`src/rtl/pipeline_hazard_ctrl.sv`:
```
// Hazard controller for a 5-stage F/D/X/M/W pipeline: operand forwarding, load-use/RAW
// stall, dcache-miss freeze, branch/jump flush, memory-wait timeout and perf counters.
module pipeline_hazard_ctrl #(
  parameter int unsigned REGW       = 5,
  parameter int unsigned FWD_EN     = 1,
  parameter int unsigned MEM_TO_MAX = 15,
  parameter int unsigned CNTW       = 32
) (
  input  logic            CLK,
  input  logic            RST,
  input  logic [REGW-1:0] rs_d,
  input  logic [REGW-1:0] rt_d,
  input  logic            rs_use_d,
  input  logic            rt_use_d,
  input  logic [REGW-1:0] rs_x,
  input  logic [REGW-1:0] rt_x,
  input  logic [REGW-1:0] rw_x,
  input  logic            regwen_x,
  input  logic            memread_x,
  input  logic [REGW-1:0] rw_m,
  input  logic            regwen_m,
  input  logic            memread_m,
  input  logic            memwrite_m,
  input  logic            dhit,
  input  logic [REGW-1:0] rw_w,
  input  logic            regwen_w,
  input  logic [1:0]      jsel_x,
  input  logic            bne_x,
  input  logic            zero_x,
  output logic            pc_en,
  output logic            bubble_x,
  output logic            flush_fd,
  output logic            flush_dx,
  output logic            freeze,
  output logic [1:0]      fwd_a,
  output logic [1:0]      fwd_b,
  output logic            mem_timeout,
  output logic [CNTW-1:0] stall_cnt,
  output logic [CNTW-1:0] flush_cnt
);

  typedef enum logic {S_RUN, S_WAIT} state_t;

  state_t      state, state_n;
  logic [15:0] wait_cnt, wait_n;
  logic        timeout_set;
  logic        dep_x, dep_m, lu, tk, mw;
  logic        fm_a, fw_a, fm_b, fw_b;

  // Register 0 is hardwired zero, so it never creates a dependency.
  assign dep_x = (rs_use_d && (rw_x != '0) && (rw_x == rs_d)) ||
                 (rt_use_d && (rw_x != '0) && (rw_x == rt_d));
  assign dep_m = (rs_use_d && (rw_m != '0) && (rw_m == rs_d)) ||
                 (rt_use_d && (rw_m != '0) && (rw_m == rt_d));

  assign lu = (FWD_EN != 0) ? (memread_x && regwen_x && dep_x)
                            : ((regwen_x && dep_x) || (regwen_m && dep_m));

  assign tk = (jsel_x == 2'd3) ? (bne_x ? !zero_x : zero_x) : (jsel_x != 2'd0);
  assign mw = (memread_m || memwrite_m) && !dhit;

  assign fm_a = regwen_m && (rw_m != '0) && (rw_m == rs_x);
  assign fw_a = regwen_w && (rw_w != '0) && (rw_w == rs_x);
  assign fm_b = regwen_m && (rw_m != '0) && (rw_m == rt_x);
  assign fw_b = regwen_w && (rw_w != '0) && (rw_w == rt_x);

  always_comb begin
    pc_en    = 1'b1;
    bubble_x = 1'b0;
    flush_fd = 1'b0;
    flush_dx = 1'b0;
    freeze   = 1'b0;
    fwd_a    = 2'd0;
    fwd_b    = 2'd0;
    if (!RST) begin
      if (FWD_EN != 0) begin
        fwd_a = fm_a ? 2'd1 : (fw_a ? 2'd2 : 2'd0);
        fwd_b = fm_b ? 2'd1 : (fw_b ? 2'd2 : 2'd0);
      end
      // Freeze wins outright; a branch held in X is re-evaluated once released.
      freeze = mw;
      if (mw) begin
        pc_en = 1'b0;
      end else if (tk) begin
        flush_fd = 1'b1;
        flush_dx = 1'b1;
      end else if (lu) begin
        pc_en    = 1'b0;
        bubble_x = 1'b1;
      end
    end
  end

  always_comb begin
    state_n     = state;
    wait_n      = wait_cnt;
    timeout_set = 1'b0;
    case (state)
      S_RUN: begin
        if (mw) begin
          state_n = S_WAIT;
          wait_n  = 16'd1;
        end
      end
      S_WAIT: begin
        timeout_set = mw && (wait_cnt == 16'(MEM_TO_MAX));
        if (dhit) begin
          state_n = S_RUN;
          wait_n  = '0;
        end else if (wait_cnt != '1) begin
          wait_n = wait_cnt + 16'd1;
        end
      end
      default: begin
        state_n = S_RUN;
        wait_n  = '0;
      end
    endcase
  end

  always_ff @(posedge CLK) begin
    if (RST) begin
      state       <= S_RUN;
      wait_cnt    <= '0;
      mem_timeout <= 1'b0;
      stall_cnt   <= '0;
      flush_cnt   <= '0;
    end else begin
      state       <= state_n;
      wait_cnt    <= wait_n;
      mem_timeout <= mem_timeout || timeout_set;
      if ((freeze || bubble_x) && (stall_cnt != '1)) stall_cnt <= stall_cnt + CNTW'(1);
      if (flush_fd && (flush_cnt != '1)) flush_cnt <= flush_cnt + CNTW'(1);
    end
  end

endmodule

```
`config.mk`:
```
export PLATFORM = sky130hd
export DESIGN_NAME = pipeline_hazard_ctrl
export DESIGN_NICKNAME = d
export VERILOG_FILES = /design/src/rtl/pipeline_hazard_ctrl.sv
export SDC_FILE = /design/constraint.sdc
export NUM_CORES = 1
export LEC_CHECK = 0
export ABC_AREA = 1
export ABC_CLOCK_PERIOD_IN_PS = 1940
export BUFFER_PORTS_ARGS = -buffer_cell sky130_fd_sc_hd__clkbuf_2
export CORE_ASPECT_RATIO = 2
export CORE_MARGIN = 2
export CORE_UTILIZATION = 55
export CTS_CLUSTER_DIAMETER = 60
export DETAILED_ROUTE_END_ITERATION = 16
export PLACE_DENSITY = 0.84
export SLEW_MARGIN = 10
export SYNTH_ARGS = -nofsm -noshare
export SYNTH_HDL_FRONTEND = slang
export SYNTH_SLANG_ARGS = --single-unit
```
`constraint.sdc`:
```
create_clock -name CLK -period 1.94 [get_ports CLK]
set_input_delay 0.485 -clock CLK [delete_from_list [all_inputs] [get_ports CLK]]
set_output_delay 0.485 -clock CLK [all_outputs]
set_load 0.005 [all_outputs]
```
# [Word-level counts from Yosys, hierarchy flattened]
# Index checks and enable logic that the tools add are counted.
# W data, S select, Z words.
[op_classes] addsub=3 eq_ne=13 muxes=28 n_bitwise=1 n_reduce_logical=27
[op_table] op="$add A32 B1 Y32 const B" n=2
[op_table] op="$ne A32 B32 Y1 const B" n=2
[op_table] op="$mux W16" n=3
[op_table] op="$pmux W16 S2" n=1
[op_table] op="$eq A5 B5 Y1" n=6
[op_table] op="$mux W1" n=17
[op_table] op="$add A16 B1 Y16 const B" n=1
[op_table] op="$eq A16 B4 Y1 const B" n=1
[op_table] op="$logic_and A1 B1 Y1" n=16
[op_table] op="$ne A16 B16 Y1 const B" n=1
[op_table] op="$reduce_bool A5 Y1" n=3
[op_table] op="$mux W2" n=6
[op_table] op="$logic_or A1 B1 Y1" n=4
[op_table] op="$ne A3 B2 Y1 const B" n=1
[op_table] op="$eq A2 B2 Y1 const B" n=1
[op_table] op="$logic_not A1 Y1" n=2
[op_table] op="$ne A2 B2 Y1 const B" n=1
[op_table] op="$pmux W1 S2" n=1
[op_table] op="$reduce_and A2 Y1" n=1
[op_table] op="$reduce_bool A2 Y1" n=1
[op_table] op="$not A1 Y1" n=1
[word_totals] regBits=82 in_bits=50 output_inout_bits=74 word_cells=77

# [Longest topological paths before layout]
[logic_depth] depth_word=11 mapped_depth=12 depth_no_buf=12

# [Least setup slack after synthesis]
# No wires, ideal clock.
[synth_timing] kind="input -> output" startpoint="input RST" endpoint="output pc_en" arrival_ns=1.415 t_required_ns=1.455 setup_slack_ns=0.040 cell_stages=9 path_buffers=2 path_cell_list="buf_2 -> inv_2 -> nand3_1 -> o21bai_1 -> nor2_1 -> nand2_1 -> nand2_2 -> buf_2 -> inv_1"
[synth_via] elab_chain_cells=1
[synth_rtl] item="from (decl)" line_no="10" source="input logic RST,"
[synth_rtl] item="$mux W1" line_no="75" source="if (!RST) begin"
[synth_rtl] item="to (decl)" line_no="30" source="output logic pc_en,"
# Every way passes these cells.

# [Worst setup path after layout]
[layout_timing] startpoint="input rw_m[2]" endpoint="output fwd_a[1]"
[layout_via] elab_chain_cells=5 word_cells_on_any_way=6 classes_between="eq/ne: 1; mux: 2; reduce/logical: 3"
[layout_rtl] item="from (decl)" line_no="20" source="input logic [REGW-1:0] rw_m,"
[layout_rtl] item="$reduce_bool A5 Y1" line_no="62" source="assign fm_a = regwen_m && (rw_m != '0) && (rw_m == rs_x);"
[layout_rtl] item="$logic_and A1 B1 Y1" line_no="62"
[layout_rtl] item="$logic_and A1 B1 Y1 *" line_no="62"
[layout_rtl] item="$mux W2 *" line_no="77" source="fwd_a = fm_a ? 2'd1 : (fw_a ? 2'd2 : 2'd0);"
[layout_rtl] item="$mux W2 *" line_no="75"
[layout_rtl] item="to (decl)" line_no="35" source="output logic [1:0] fwd_a,"
# Mark *: on every way between the ends. The rest lies on a longest branch, timed or not.

==> results.yml <==
run_status:
  run_status: "finished with violations"
  violations: "negative setup slack"
drt:
  ant_nets: 0
  post_drt_wl_per_cell_um: 15.87
  drt-pass1-iter-count: 5
  via_count: 6930
  routed_via_density: 5.474
  drcViolationCount: 0
  wl_um: 20090
  initialDrtViolationCount: 381
final_layout:
  antenna_cells: 0
  final-seq-area_um2: 1643
  multi_input_area_um2: 3677
  nFillCells: 859
  area_growth_syn_to_layout_pct: 32.37
  nets: 1179
  drive_above_1_share: 0.2317
  post-route-util: 0.7445
  fin_area_um2: 7460
synth:
  yosysMostFrequentCell: "nand2_1"
  yosys_warnings: 0
  dominantRegCellSynth: "dfxtp_1"
  syn_avg_cell_area_um2: 5.995
  ys_top_cells_by_count: "nand2_1, nor2_1, dfxtp_1"
  yosys-top-cells-area: "dfxtp_1, nand2_1, nor2_1"
  synth_compound_area_frac: 0.08925
  seq_area_frac_synth: 0.2913
  ys_async_sr_fraction: 0
  ys_seq_elements: 82
  netlist_area_um2: 5635
  synthAdderAreaFrac: 0.006661
  synth_top_area_frac: 0.2913
  yosys.area.top_type: "dfxtp_1"
  synth_mux_area_frac: 0
  syn_inst: 940
  syn-num-nets: 993
  synth_xor_area_frac: 0.08393
  synth_cell_types: 34
  synth_enable_flop_cells: 0
  synth-simple-area-share: 0.4485
  synth_top_family_by_area: "simple AND/OR/NAND/NOR gates"
sta:
  tightest_slew_ns: 0.4827
  tns_ns: -0.5178
  holdWs_ns: 0.4663
  finalSetupViolCount: 4
  rsz0062_at_grt: "true"
  relSlewSlack: 0.6770
  finClkSkew_ns: 0.009168
  setup_ws_ns: -0.1699
  hold_viol_final: 0
  finalCriticalPeriod_ns: 2.110
  fmax_mhz: 474.0
  post-route-period-util: 1.088
  drv_slew: 0
clocking:
  clockBufferDepth: 2
  clk_latency_ns: 0.35
  cts_root_buf: "clkbuf_16"
  tritoncts: "done"
  clkSlewWorstSetupHoldPaths_ns: 0.07
  h-tree-depth: 3
  postCtsHoldBufs: 0
  numCtsBuffers: 9
  clock-sinks: 82
place:
  io_buffer_count: 123
  place_area_um2: 6834
  place.gp.congestion: 0.9463
  dp_hpwl_um: 14280
worst_setup_path:
  required_ns: 1.45
  cp_slowest_cell: "nor4_1"
  crit_arrival_ns: 1.62
  startpoint_type: "input pin"
  regToRegEndpoint: "stall_cnt[12]"
  worst-r2r-cell-count: 9
  worstSetupEndpointType: "output port"
  crit_fanout: 2
  crit_chain: "buf_6 -> buf_6 -> xnor2_1 -> nand2_1 -> nor4_1 -> nand2_1 -> inv_1 -> nor2_1 -> buf_2"
  timing.rr.start: "stall_cnt[13]"
  critPathMaxStageDelay_ns: 0.25
  rrSetupSlack_ns: 0.08
  path_class: "input pin to output port"
worst_hold_path:
  hold_end: "wait_cnt[2]"
  hold_class: "register to register"
  hold_start: "wait_cnt[2]"
  whs_path_depth: 2
global_routing:
  grt_max_degree: 37
  grt_pass1_wl_um: 29930
  grt_overflow_total: 0
  grt_antenna_before_repair: 0
  grt_pass1_vias: 6737
  grtUsageTotal: 0.3483
power_and_ir_drop:
  vdd_drop_max_uv: 487.4
  p_total_mw: 4.037
  intPower_mw: 3.012
  swShare: 0.2538
  powerDensity_nw_per_um2: 541.1
  power.share.clock: 0.468
  pwr-share-seq: 0.421
  p_comb_frac: 0.111
  switchingPower_mw: 1.025
  power.leakage_nw: 3.181
floorplan:
  ios: 124
  initial_core_util: 0.5624
  core_area_um2: 10020
  num_rows: 52
  fp.dieH_um: 147.2
  die_x_um: 75.58
  die_area_um2: 11120
job:
  maxCapViolations: 0
## worst max-delay path by stage
stage,start,end,slack (ns),cells after the start
3_3_place_gp,rw_m[2],fwd_a[1],-0.08,8
6_report,rw_m[2],fwd_a[1],-0.17,9
5_1_grt,rw_m[2],fwd_a[1],-0.19,9
2_1_floorplan,RST,pc_en,0.04,9
3_5_place_dp,rw_m[2],fwd_a[1],-0.10,8
4_1_cts,rw_m[2],fwd_b[0],-0.04,7
## registers in the layout (all words and copies together) (netlist names)
signal       flops
mem_timeout      1
wait_cnt        16
flush_cnt       32
state            1
stall_cnt       32
## cells by family after synthesis
| family | after synthesis |
|---|---|
| flip-flops | 82 |
| adder cells (fa/ha/maj) | 3 |
| AO/OA/AOI/OAI | 96 |
| XOR/XNOR | 54 |
| AND/OR/NAND/NOR | 600 |
| buffers and inverters | 105 |
## placed cells by master (no fill, tap or decap), drive strengths merged, types with 17 or more instances in the layout
master	instances
nor3	17
nand3	64
a21oi	75
nand2	343
dfxtp	82
buf	87
clkbuf	124
inv	79
nor2	141
xor2	37
xnor2	17
## layer usage
layer  up-vias  part of all wire  track usage
met5         -                 0            0
met4         0             0.083       0.2491
met3       120             0.051      0.05967
met2       315              0.54       0.6452
met1      3144              0.33       0.3141
li1       3351                 -            -
## critical path, delay by kind of cell
kind / cells / cell delay (ns)
xor+xnor: 1 / 0.18
simple gates: 4 / 0.53
buf+inv: 4 / 0.43
## per-stage QoR
stage	cells	worst slack, ns
6_report	1266	-0.1699
5_1_grt	1266	-0.1863
4_1_cts	1258	-0.03977
3_5_place_dp	1242	-0.1025
3_3_place_gp	1242	-0.07949
2_1_floorplan	940	0.03961
## power groups by stage
stage | clock network [mW] | registers [mW] | logic (mW)
2_1_floorplan | 0 | 1.74 | 0.210
3_3_place_gp | 0 | 1.74 | 0.379
3_5_place_dp | 0 | 1.74 | 0.384
4_1_cts | 1.89 | 1.70 | 0.394
5_1_grt | 1.97 | 1.70 | 0.480
6_report | 1.89 | 1.70 | 0.447
## what timing repair did
| item | 4_1_cts | 5_1_grt |
|---|---|---|
| cloned | 0 | 3 |
| setup buffers | 0 | 5 |
| endpoints found under the setup margin | 5 | 41 |
| hold endpoints to repair | 0 | 0 |
| pin swaps | 5 | 23 |
| gates resized for setup | 7 | 43 |
## final cells by class
cell class                 count  area share
sequential                    82      0.2202
clock inverter                 7     0.01342
clock buffer                   9     0.03019
timing repair buffer         202      0.1818
inverter                      77     0.03875
multi-input combinational    754      0.4930
tap                          135     0.02264
Power figures use the tool's default switching activity.
